File: config.mk
export PLATFORM = sky130hd
export DESIGN_NAME = irq_ctrl_wb
export DESIGN_NICKNAME = d
export VERILOG_FILES = /design/src/rtl/irq_ctrl_pkg.sv /design/src/rtl/irq_prio_enc.sv /design/src/rtl/irq_ctrl_wb.sv
export SDC_FILE = /design/constraint.sdc
export NUM_CORES = 1
export LEC_CHECK = 0
export ABC_CLOCK_PERIOD_IN_PS = 2740
export BUFFER_PORTS_ARGS = -buffer_cell sky130_fd_sc_hd__buf_2
export CAP_MARGIN = 20
export CORE_MARGIN = 1.5
export CORE_UTILIZATION = 49
export CTS_CLUSTER_SIZE = 40
export DETAILED_ROUTE_END_ITERATION = 16
export GPL_ROUTABILITY_DRIVEN = 0
export PLACE_DENSITY = 0.77
export SLEW_MARGIN = 20
export SYNTH_ARGS = -nofsm -noshare
export SYNTH_HDL_FRONTEND = slang
export SYNTH_HIERARCHICAL = 1
export SYNTH_SLANG_ARGS = --single-unit
File: constraint.sdc
create_clock -name clk_i -period 2.74 [get_ports clk_i]
set_input_delay 0.411 -clock clk_i [delete_from_list [all_inputs] [get_ports clk_i]]
set_output_delay 0.411 -clock clk_i [all_outputs]
set_load 0.02 [all_outputs]
File: src/rtl/irq_ctrl_pkg.sv
// Shared constants, types and helpers for the irq_ctrl_wb interrupt controller.
package irq_ctrl_pkg;

  localparam int DEF_NUM_SRC = 16;
  localparam int ID_W        = $clog2(DEF_NUM_SRC);

  localparam logic [7:0] OFS_PENDING  = 8'h00;
  localparam logic [7:0] OFS_ENABLE   = 8'h04;
  localparam logic [7:0] OFS_TRIGGER  = 8'h08;
  localparam logic [7:0] OFS_CLAIM    = 8'h0C;
  localparam logic [7:0] OFS_COMPLETE = 8'h10;

  localparam int CLAIM_BUSY_BIT = 31;
  localparam int CLAIM_ID_LSB   = 0;
  localparam int CLAIM_ID_W     = 6;

  typedef enum logic {
    ST_IDLE = 1'b0,
    ST_BUSY = 1'b1
  } claim_state_e;

  function automatic logic [31:0] byte_mask(input logic [3:0] sel);
    byte_mask = {{8{sel[3]}}, {8{sel[2]}}, {8{sel[1]}}, {8{sel[0]}}};
  endfunction

endpackage

File: src/rtl/irq_prio_enc.sv
// Combinational lowest-index-first priority encoder; reports {valid, id}.
module irq_prio_enc #(
  parameter int N   = 16,
  parameter int IDW = 4
) (
  input  logic [N-1:0]   req,
  output logic           valid,
  output logic [IDW-1:0] id
);

  // Scan from the top so the lowest requesting index is the last one kept
  always_comb begin
    valid = 1'b0;
    id    = {IDW{1'b0}};
    for (int i = N - 1; i >= 0; i--) begin
      id    = req[i] ? IDW'(i) : id;
      valid = valid | req[i];
    end
  end

endmodule

File: src/rtl/irq_ctrl_wb.sv
// External interrupt controller with Wishbone classic configuration port.
// Optional build macro IRQ_CTRL_SYNC_EN adds a 2-flop input synchroniser.
module irq_ctrl_wb
  import irq_ctrl_pkg::*;
#(
  parameter int NUM_SRC = DEF_NUM_SRC,
  parameter int ADDR_W  = 5
) (
  input  logic               clk_i,
  input  logic               reset_i,
  input  logic [NUM_SRC-1:0] irq_src_i,
  output logic               meip_o,
  input  logic               irq_ack_i,
  input  logic               wb_cyc_i,
  input  logic               wb_stb_i,
  input  logic               wb_we_i,
  input  logic [ADDR_W-1:0]  wb_adr_i,
  input  logic [31:0]        wb_dat_i,
  input  logic [3:0]         wb_sel_i,
  output logic [31:0]        wb_dat_o,
  output logic               wb_ack_o
);

  localparam int IDW = (NUM_SRC > 1) ? $clog2(NUM_SRC) : 1;

  logic [NUM_SRC-1:0] src_s, src_prev_r, edge_s;
  logic [NUM_SRC-1:0] pending_r, enable_r, trigger_r;
  logic [NUM_SRC-1:0] pend_en_s, ack_clr_s, w1c_s, pending_nxt_s;
  logic [ADDR_W-1:0]  adr_s;
  logic [31:0]        wmask_s, wdata_m_s, rdata_s, claim_word_s, wb_dat_r;
  logic               access_s, wr_s, wr_pend_s, wr_en_s, wr_trig_s, complete_s;
  logic               wb_ack_r, meip_r, claim_s, win_valid_s;
  logic [IDW-1:0]     win_id_s, claim_id_r;
  claim_state_e       state_r, state_nxt_s;
  logic               unused_s;

`ifdef IRQ_CTRL_SYNC_EN
  logic [NUM_SRC-1:0] sync1_r, sync2_r;

  // Two-flop synchroniser for sources not clocked by clk_i
  always_ff @(posedge clk_i or posedge reset_i) begin
    if (reset_i) begin
      sync1_r <= {NUM_SRC{1'b0}};
      sync2_r <= {NUM_SRC{1'b0}};
    end else begin
      sync1_r <= irq_src_i;
      sync2_r <= sync1_r;
    end
  end
  assign src_s = sync2_r;
`else
  assign src_s = irq_src_i;
`endif

  assign access_s  = wb_cyc_i & wb_stb_i & ~wb_ack_r;
  assign wr_s      = access_s & wb_we_i;
  assign adr_s     = wb_adr_i & {{(ADDR_W - 2){1'b1}}, 2'b00};
  assign wmask_s   = byte_mask(wb_sel_i);
  assign wdata_m_s = wb_dat_i & wmask_s;
  assign unused_s  = ^{wmask_s, wdata_m_s};

  assign edge_s    = src_s & ~src_prev_r;
  assign pend_en_s = pending_r & enable_r;
  assign w1c_s     = wr_pend_s ? wdata_m_s[NUM_SRC-1:0] : {NUM_SRC{1'b0}};

  irq_prio_enc #(
    .N   (NUM_SRC),
    .IDW (IDW)
  ) u_prio (
    .req   (pend_en_s),
    .valid (win_valid_s),
    .id    (win_id_s)
  );

  // A late ack that lands while busy (even alongside COMPLETE) never claims
  assign claim_s   = (state_r == ST_IDLE) & irq_ack_i & win_valid_s;
  assign ack_clr_s = claim_s ? ((NUM_SRC'(1'b1) << win_id_s) & trigger_r) : {NUM_SRC{1'b0}};

  // Edge bits: set beats clear in the same cycle; level bits follow the source
  assign pending_nxt_s = (trigger_r & ((pending_r & ~(w1c_s | ack_clr_s)) | edge_s))
                       | (~trigger_r & src_s);

  // Register decode for reads and write strobes
  always_comb begin
    rdata_s    = 32'h0;
    wr_pend_s  = 1'b0;
    wr_en_s    = 1'b0;
    wr_trig_s  = 1'b0;
    complete_s = 1'b0;
    case (adr_s)
      ADDR_W'(OFS_PENDING): begin
        rdata_s   = 32'(pending_r);
        wr_pend_s = wr_s;
      end
      ADDR_W'(OFS_ENABLE): begin
        rdata_s = 32'(enable_r);
        wr_en_s = wr_s;
      end
      ADDR_W'(OFS_TRIGGER): begin
        rdata_s   = 32'(trigger_r);
        wr_trig_s = wr_s;
      end
      ADDR_W'(OFS_CLAIM):    rdata_s    = claim_word_s;
      ADDR_W'(OFS_COMPLETE): complete_s = wr_s;
      default:               rdata_s    = 32'h0;
    endcase
  end

  // CLAIM word: busy flag plus one-based source ID
  always_comb begin
    claim_word_s = 32'h0;
    if (state_r == ST_BUSY) begin
      claim_word_s[CLAIM_BUSY_BIT]                = 1'b1;
      claim_word_s[CLAIM_ID_LSB +: CLAIM_ID_W]    = 6'(claim_id_r) + 6'd1;
    end else begin
      claim_word_s = 32'h0;
    end
  end

  // Claim/busy next-state logic
  always_comb begin
    state_nxt_s = state_r;
    case (state_r)
      ST_IDLE: begin
        if (claim_s) state_nxt_s = ST_BUSY;
        else         state_nxt_s = ST_IDLE;
      end
      ST_BUSY: begin
        if (complete_s) state_nxt_s = ST_IDLE;
        else            state_nxt_s = ST_BUSY;
      end
      default: state_nxt_s = ST_IDLE;
    endcase
  end

  // Claim/busy state and the claimed source ID
  always_ff @(posedge clk_i or posedge reset_i) begin
    if (reset_i) begin
      state_r    <= ST_IDLE;
      claim_id_r <= {IDW{1'b0}};
    end else begin
      state_r <= state_nxt_s;
      if (claim_s) claim_id_r <= win_id_s;
    end
  end

  // Source history, pending and configuration registers
  always_ff @(posedge clk_i or posedge reset_i) begin
    if (reset_i) begin
      src_prev_r <= {NUM_SRC{1'b0}};
      pending_r  <= {NUM_SRC{1'b0}};
      enable_r   <= {NUM_SRC{1'b0}};
      trigger_r  <= {NUM_SRC{1'b0}};
    end else begin
      src_prev_r <= src_s;
      pending_r  <= pending_nxt_s;
      if (wr_en_s)   enable_r  <= (enable_r & ~wmask_s[NUM_SRC-1:0]) | wdata_m_s[NUM_SRC-1:0];
      if (wr_trig_s) trigger_r <= (trigger_r & ~wmask_s[NUM_SRC-1:0]) | wdata_m_s[NUM_SRC-1:0];
    end
  end

  // Registered interrupt line and Wishbone response
  always_ff @(posedge clk_i or posedge reset_i) begin
    if (reset_i) begin
      meip_r   <= 1'b0;
      wb_ack_r <= 1'b0;
      wb_dat_r <= 32'h0;
    end else begin
      meip_r   <= (|pend_en_s) & (state_r == ST_IDLE);
      wb_ack_r <= access_s;
      wb_dat_r <= access_s ? rdata_s : 32'h0;
    end
  end

  assign meip_o   = meip_r;
  assign wb_ack_o = wb_ack_r;
  assign wb_dat_o = wb_dat_r;

endmodule

Word-level counts from Yosys, hierarchy flattened
Cells that the tools add are included.
{"block": "word_totals", "register_bits": 103, "latch_bits": 0, "mem_bits_rw": 0, "romBits": 0, "in_bits": 63, "wordCells": 87, "mem_count": 0}
{"block": "op_classes", "add_sub_neg": 1, "n_mul": 0, "div": 0, "order_cmp": 0, "n_eq_ne": 4, "shift": 1, "n_mux": 29, "bitwise_logic": 41, "reduce_logical": 2}
{"cell": "$and A16 B16 Y16", "count": 9}
{"cell": "$pmux W32 S4", "count": 1}
{"cell": "$or A16 B16 Y16", "count": 5}
{"cell": "$mux W4", "count": 16}
{"cell": "$not A16 Y16", "count": 4}
{"cell": "$mux W16", "count": 2}
{"cell": "$mux W32", "count": 1}
{"cell": "$reduce_or A16 Y1", "count": 1}
{"cell": "$shl A1 B4 Y16 const A", "count": 1}
{"cell": "$or A1 B1 Y1", "count": 15}
{"cell": "$mux W1", "count": 7}
{"cell": "$and A1 B1 Y1", "count": 6}
{"cell": "$eq A3 B2 Y1 const B", "count": 2}
{"cell": "$add A4 B1 Y5 const B", "count": 1}
{"cell": "$logic_not A5 Y1", "count": 1}
{"cell": "$mux W5", "count": 1}
{"cell": "$eq A3 B1 Y1 const B", "count": 1}
{"cell": "$eq A3 B3 Y1 const B", "count": 1}
{"cell": "$not A1 Y1", "count": 2}
{"cell": "$pmux W1 S2", "count": 1}

Logic depth before layout (Yosys ltp)
Gate-level depths: netlist (run 1).
{"block": "depth", "ltp_word": 26, "mapped_depth": 9, "ltp_nobuf": 8}

Cells and area by module
Netlist (run 1), hierarchy kept.
{"mod": "irq_ctrl_wb", "n_inst": 1, "cells_each": 330, "area_per_inst_um2": 4050.1, "seq_area_each_um2": 2202.1}
{"mod": "irq_prio_enc", "n_inst": 1, "cells_each": 34, "area_per_inst_um2": 173.9, "seq_area_each_um2": 0.0}

Least setup slack after synthesis (run 1)
No wires, ideal clock.
{"block": "synth_path", "path_type": "register to register", "start": "register pending_r[12]", "end": "register pending_r[11]", "arrival_ps": 1961, "path_slack_ps": 658, "path_stages_with_launch": 9, "path_buffers": 1, "period_less_slack_ps": 2082, "path_cell_list": "dfrtp_1 > and2_1 > o31ai_1 > nand2_1 > a31oi_1 > clkbuf_2 > nand4b_1 > or3_1 > a41o_1"}
{"block": "synth_between", "elab_chain_cells": 23, "word_cells_on_any_way": 37}
{"item": "start, declared", "line": "irq_ctrl_wb.sv:27", "rtl": "logic [NUM_SRC-1:0] pending_r, enable_r, trigger_r;"}
{"item": "start signal, assigned", "line": "irq_ctrl_wb.sv:151", "rtl": "pending_r <= {NUM_SRC{1'b0}};"}
{"item": "start signal, assigned", "line": "irq_ctrl_wb.sv:156", "rtl": "pending_r <= pending_nxt_s;"}
{"item": "$and A16 B16 Y16", "line": "irq_ctrl_wb.sv:63", "rtl": "assign pend_en_s = pending_r & enable_r;"}
{"item": "net pend_en_s[12]", "line": "irq_ctrl_wb.sv:28", "rtl": "logic [NUM_SRC-1:0] pend_en_s, ack_clr_s, w1c_s, pending_nxt_s;"}
{"item": "$mux W4 (13 in a row)", "line": "irq_prio_enc.sv:16", "rtl": "id = req[i] ? IDW'(i) : id;"}
{"item": "net win_id_s[1]", "line": "irq_ctrl_wb.sv:33", "rtl": "logic [IDW-1:0] win_id_s, claim_id_r;"}
{"item": "$shl A1 B4 Y16", "line": "irq_ctrl_wb.sv:77", "rtl": "assign ack_clr_s = claim_s ? ((NUM_SRC'(1'b1) << win_id_s) & trigger_r) : {NUM_SRC{1'b0}};"}
{"item": "$and A16 B16 Y16", "line": "irq_ctrl_wb.sv:77"}
{"item": "$mux W16", "line": "irq_ctrl_wb.sv:77"}
{"item": "$or A16 B16 Y16", "line": "irq_ctrl_wb.sv:80", "rtl": "assign pending_nxt_s = (trigger_r & ((pending_r & ~(w1c_s | ack_clr_s)) | edge_s))"}
{"item": "$not A16 Y16", "line": "irq_ctrl_wb.sv:80"}
{"item": "$and A16 B16 Y16", "line": "irq_ctrl_wb.sv:80"}
{"item": "$or A16 B16 Y16", "line": "irq_ctrl_wb.sv:80"}
{"item": "$and A16 B16 Y16", "line": "irq_ctrl_wb.sv:80"}
{"item": "$or A16 B16 Y16", "line": "irq_ctrl_wb.sv:81", "rtl": "| (~trigger_r & src_s);"}
{"item": "net pending_nxt_s[11]", "line": "irq_ctrl_wb.sv:28"}
The timed path passes the listed nets, and every way through them passes these cells.
A chain may end at the register's enable or synchronous reset.

Worst setup path in the final report (run 1)
{"block": "layout_path", "start": "register pending_r[7]", "end": "register pending_r[13]"}
{"block": "layout_between", "elab_chain_cells": 18, "word_cells_on_any_way": 27}
{"item": "$and A16 B16 Y16", "line": "irq_ctrl_wb.sv:63"}
{"item": "net pend_en_s[7]", "line": "irq_ctrl_wb.sv:28"}
{"item": "$mux W4 (8 in a row)", "line": "irq_prio_enc.sv:16"}
{"item": "net win_id_s[3]", "line": "irq_ctrl_wb.sv:33"}
{"item": "$shl A1 B4 Y16", "line": "irq_ctrl_wb.sv:77"}
{"item": "$and A16 B16 Y16", "line": "irq_ctrl_wb.sv:77"}
{"item": "$mux W16", "line": "irq_ctrl_wb.sv:77"}
{"item": "$or A16 B16 Y16", "line": "irq_ctrl_wb.sv:80"}
{"item": "$not A16 Y16", "line": "irq_ctrl_wb.sv:80"}
{"item": "$and A16 B16 Y16", "line": "irq_ctrl_wb.sv:80"}
{"item": "$or A16 B16 Y16", "line": "irq_ctrl_wb.sv:80"}
{"item": "$and A16 B16 Y16", "line": "irq_ctrl_wb.sv:80"}
{"item": "$or A16 B16 Y16", "line": "irq_ctrl_wb.sv:81"}
{"item": "net pending_nxt_s[13]", "line": "irq_ctrl_wb.sv:28"}
The timed path passes the listed nets, and every way through them passes these cells.

==> flow_summary.json, run 1 <==
{
  "synth.lib_cells_used.distinct": 47,
  "yosysSeqAreaShare": 0.521,
  "required_time_of_the_critical_path_ps": 3000,
  "postCtsSetupBuffers": 0,
  "crit_type": "reg -> reg",
  "placed_cells_incl_taps": 523,
  "setup.worst_path.start_class": "register",
  "critical_path.endpoint_type": "register",
  "final_net_count": 493,
  "antenna_found_initial": 0,
  "postLayoutCoreUtil": 0.581,
  "yosysTopAreaCellShare": 0.521,
  "drt-total-wl_microns": 10100,
  "slew_headroom": 0.503,
  "placedInstanceArea_sq_um": 4610,
  "worst-endpoint-arrival_ps": 2890,
  "synthArstFlopShare": 1.00,
  "grt_first_pass_wirelength_microns": 15800,
  "synth_cells": 364,
  "vias": 3267,
  "library_cell_with_the_highest_instance_count_after_synthesis": "dfrtp_1",
  "power.ir.vdd_worst_uv": 335,
  "numCtsBuffers": 9,
  "post-route-min-period_ps": 2630,
  "grt_pass1_vias": 3079,
  "final_setup_violations": 0,
  "rows": 33,
  "insertion_delay_ps": 370,
  "hold_buffers": 0,
  "power.static_leakage_nw": 2.31,
  "power.density_cell_area_nw_per_um2": 651,
  "summed_negative_setup_slack_over_all_endpoints_ps": 0,
  "grt_usage": 0.233,
  "top_level_ports": 97,
  "synth_area_leaders": "dfrtp_1 52%, mux2_2 9.1%, buf_4 3.0%",
  "dieArea_sq_um": 9190,
  "die_width_microns": 95.8,
  "dp_worst_setup_slack_ps": 267,
  "port_buffers": 61,
  "drtAntennaViolNets": 0,
  "design.core.area_sq_um": 8300,
  "cts.htree.levels": 3,
  "floorplan.initialDensity": 0.509,
  "synth_common_cells": "88 x dfrtp_1, 34 x mux2_2, 24 x nor2_1, 20 x nand2_1, 20 x nand4_1",
  "p_total_mw": 3.13,
  "detail_route.drc_violations": 0,
  "clock_slew_at_reported_path_ffs_ps": 80,
  "hp-class": "in -> async",
  "cts_repair_resize_count": 0,
  "syn-mean-instance-area_sq_um": 11.6,
  "synthToLayoutAreaGrowth_pct": 14.1,
  "maxcap_violations": 0,
  "min_period_over_period": 0.960,
  "synth-edff-count": 0,
  "worst_margin_slew_ps": 745,
  "timing.fmax_mhz": 380,
  "ctsLongestPathBuffers": 2,
  "clock-root-buffer": "clkbuf_8",
  "layout-drive-gt1-share": 0.300,
  "postSynthRegisterBits": 88,
  "globalRoute.totalOverflow": 0,
  "synthesis.area_sq_um": 4220,
  "final-hold-violation-count": 0,
  "firstDrtPassIters": 6,
  "post_route_non_filler_standard_cell_count": 538,
  "clock_sink_count": 88,
  "ys_warn_count": 6,
  "synthDominantAreaCellType": "dfrtp_1",
  "critPathMaxFanout": 5,
  "timing.final.max_slew_violations": 0,
  "finish.instance_area_sq_um": 4820,
  "post-dp-hpwl_microns": 7140,
  "unrepaired_setup_endpoints_after_global_routing": "no",
  "antenna_cells_inserted": 0,
  "r2r_setup_slack_ps": 110,
  "grt_max_degree": 47,
  "synth_top_flop_cell": "dfrtp_1",
  "die_height_microns": 95.8,
  "tritoncts": "yes",
  "setup_slack_ps": 111,
  "run_status": "completed",
  "whs_ps": 142,
  "viasPerCell": 6.07,
  "routed_wire_length_per_instance_microns": 18.7,
  "finClkSkew_ps": 7.45,
  "drt_first_iter_violations": 276
}
## report_power, final
part,switching [mW],total (mW),internal (mW)
clock network,0.442,0.930,0.488
logic,0.388,0.664,0.275
registers,0.110,1.54,1.43
## cells in the final DEF (no fill, tap or decap), types with 5 or more instances in the layout
cell type | netlist | final
a21boi_0 | 7 | 7
a21oi_1 | 6 | 6
a22o_1 | 9 | 9
a22oi_1 | 6 | 6
a2bb2oi_1 | 13 | 13
a41o_1 | 7 | 7
and2_1 | 16 | 16
buf_2 | 6 | 61
buf_4 | 17 | 10
clkbuf_8 | 0 | 12
conb_1 | 1 | 15
dfrtp_1 | 88 | 88
inv_1 | 9 | 8
mux2_2 | 34 | 34
mux2i_1 | 12 | 12
nand2_1 | 20 | 20
nand4_1 | 20 | 20
nor2_1 | 24 | 24
nor4_1 | 5 | 5
o311a_1 | 7 | 7
## cells by family after synthesis
logic type | count (synthesis) | synth area share
buffers and inverters | 41 | 0.0557
muxes | 46 | 0.119
xor gates and xnor gates | 2 | 0.00415
adders and majority gates | 1 | 0.00296
DFF | 88 | 0.521
AOI/OAI and AO/OA | 70 | 0.133
and+or+nand+nor | 115 | 0.163
other | 1 | 0.000888
## layer usage
| layer | routed length (microns) | vias to the layer above | GRT usage | part of all wire |
|---|---|---|---|---|
| met5 | 0 | - | 0 | 0 |
| met1 | 4270 | 1605 | 0.313 | 0.42 |
| met4 | 253 | 0 | 0.112 | 0.025 |
| met2 | 4780 | 177 | 0.363 | 0.47 |
| li1 | - | 1457 | - | - |
| met3 | 780 | 28 | 0.0450 | 0.077 |
## critical path: stages, from the launching register on
cell and delay [ps]:
dfrtp_1 400, and2_1 220, nor4_2 360, nand3_1 180
a31oi_1 410, nand4b_1 340, o311a_1 420, a22o_1 200
## final timing paths
kind                                   start  cells after the start            end
worst max-delay path            pending_r[7]                      7  pending_r[13]
worst min-delay path                 reset_i                      2      async pin
worst max register to register  pending_r[7]                      7  pending_r[13]
worst min register to register      wb_ack_o                      1       wb_ack_o
max in group asynchronous            reset_i                      3        state_r
min in group clk_i              irq_src_i[5]                      1  src_prev_r[5]
## area by class of cell
cell class | instances | area, sq um
multi-input cells | 249 | 1840
repair buffers | 72 | 400
flip-flops and latches | 88 | 2200
clock buffers | 12 | 165
clock inverters | 3 | 40.0
well taps | 105 | 131
fillers | 670 | 3480
inverters | 9 | 35.0
(Power assumes the default switching activity.)
==> run 2, diff against run 1 <==
==> constraint.sdc (replaced) <==
create_clock -name clk_i -period 2.74 [get_ports clk_i]
set_input_delay 0.274 -clock clk_i [delete_from_list [all_inputs] [get_ports clk_i]]
set_output_delay 0.274 -clock clk_i [all_outputs]
set_load 0.02 [all_outputs]
==> run 2 against run 1 <==
Effect of this change:
- global-route usage down 0.16 points
- count of clock-buffer cells in the layout down 1
- wire length shrank 2.8%
- sequential share of layout area about the same
- final cell count increased by 0.37%
- combinational power fell by 2%
- final area is essentially flat
- die area unchanged
- clock power grew 1%
- critical endpoint is now pending_r[15]
==> flow_summary.json, run 2 (synthesized netlist as in run 1, its figures left out) <==
{
  "floorplan.initialDensity": 0.509,
  "top_level_ports": 97,
  "timing.critical_path.buf_inv": 1,
  "design.core.area_sq_um": 8300,
  "finish.instance_area_sq_um": 4820,
  "net-switching-power_uw": 919,
  "final-hold-violation-count": 0,
  "finClkSkew_ps": 10.9,
  "dieArea_sq_um": 9190,
  "detail_route.drc_violations": 0,
  "summed_negative_setup_slack_over_all_endpoints_ps": 0,
  "drtAntennaViolNets": 0,
  "p_clk_frac": 0.301,
  "power.ir.vdd_worst_uv": 388,
  "globalRoute.totalOverflow": 0,
  "vias": 3163,
  "unrepaired_setup_endpoints_after_global_routing": "no",
  "synthToLayoutAreaGrowth_pct": 14.1,
  "max_stage_delay_ps": 530,
  "grt_usage": 0.232,
  "die_width_microns": 95.8,
  "layout-drive-gt1-share": 0.297,
  "p_total_mw": 3.13,
  "power.static_leakage_nw": 2.31,
  "power.density_cell_area_nw_per_um2": 650,
  "die_height_microns": 95.8,
  "worst_margin_slew_ps": 646,
  "timing.final.max_slew_violations": 0,
  "path_delay_family": "compound AO/OA/AOI/OAI gates",
  "p_seq_frac": 0.491,
  "critical_path.endpoint_type": "register",
  "final_setup_violations": 0,
  "post-dp-hpwl_microns": 7080,
  "antenna_cells_inserted": 0,
  "setup.worst_path.start_class": "register",
  "antenna_found_initial": 0,
  "viasPerCell": 5.86,
  "cellInternalPower_mw": 2.21,
  "timing.fmax_mhz": 387,
  "post-route-min-period_ps": 2580,
  "timing.critical_path.cells": "and2_1, inv_1, a21oi_1, o311a_1, o22ai_1, nand2_1, or3_1, a41o_1",
  "rows": 33,
  "hp-class": "in -> reg",
  "port_buffers": 61,
  "critPathMaxFanout": 8,
  "final_net_count": 495,
  "placedInstanceArea_sq_um": 4610,
  "run_status": "completed",
  "clock-root-buffer": "clkbuf_8",
  "firstDrtPassIters": 4,
  "comb_power_share": 0.208,
  "drt_first_iter_violations": 284,
  "maxcap_violations": 0,
  "grt_first_pass_wirelength_microns": 15600,
  "ctsLongestPathBuffers": 2,
  "mostFrequentLayoutCell": "dfrtp_1",
  "clock_slew_at_reported_path_ffs_ps": 90,
  "grt_pass1_vias": 3034,
  "required_time_of_the_critical_path_ps": 2990,
  "tritoncts": "yes",
  "crit_slowest_cell": "o22ai_1",
  "routed_wire_length_per_instance_microns": 18.2,
  "crit_type": "reg -> reg",
  "drt-total-wl_microns": 9800,
  "numCtsBuffers": 9,
  "clock_sink_count": 88,
  "p_sw_frac": 0.294,
  "most-common-layout-cells": "88 x dfrtp_1, 61 x buf_2, 34 x mux2_2",
  "grt_max_degree": 34,
  "min_period_over_period": 0.942,
  "cts.htree.levels": 3,
  "insertion_delay_ps": 360,
  "slew_headroom": 0.569,
  "worst-endpoint-arrival_ps": 2840
}
## run 2: through the flow
stage	utilization	hold WS, ps	instances	setup WS (ps)
after global placement	0.555	327	524	303
after CTS	0.581	14.9	540	225
after detailed placement	0.555	335	524	252
after floorplan	-	305	378	187
final	0.581	27.5	540	158
after global routing	0.581	13.4	540	60.5
## run 2: worst reg2reg max path, cell delays in order, from the launching register on
cell	delay (ps)
dfrtp_1	420
and2_1	200
inv_1	70
a21oi_1	60
o311a_1	310
o22ai_1	530
nand2_1	260
or3_1	400
a41o_1	240
## run 2: worst paths after layout
kind	start	to	slack [ps]	cells after the start
max in group asynchronous	reset_i	wb_dat_o[6]	1500	4
worst min-delay path	irq_src_i[11]	src_prev_r[11]	30	1
worst min register to register	wb_ack_o	wb_ack_o	470	1
worst max-delay path	pending_r[14]	pending_r[15]	160	8
worst max register to register	pending_r[14]	pending_r[15]	160	8
min in group asynchronous	reset_i	async pin	480	3
## run 2: cell type report
type / count / area, sq um
fillers: 698 / 3480
flip-flops and latches: 88 / 2200
multi-input cells: 249 / 1840
repair buffers: 74 / 405
clock buffers: 11 / 131
well taps: 105 / 131
clock inverters: 4 / 70.1
inverters: 9 / 35.0
## run 2: repair_timing
action	in CTS	in global routing
endpoints found under the hold margin	31	0
gates resized for setup	0	0
setup buffers	0	0
hold buffers	1	0
## run 2: layer usage
metal	wire length (microns)	GRT usage	up-vias	part of all wire
li1	-	-	1461	-
met1	4260	0.321	1565	0.43
met2	4710	0.352	126	0.48
met3	717	0.0513	11	0.073
met4	125	0.0956	0	0.013
met5	0	0	-	0
## run 2: power groups by stage
stage               clock network, mW  logic [mW]  registers [mW]
floorplan                           0       0.470            1.55
global route                     1.01       0.710            1.56
global placement                    0       0.625            1.55
detailed placement                  0       0.641            1.56
CTS                             0.961       0.646            1.53
finish                          0.943       0.652            1.54
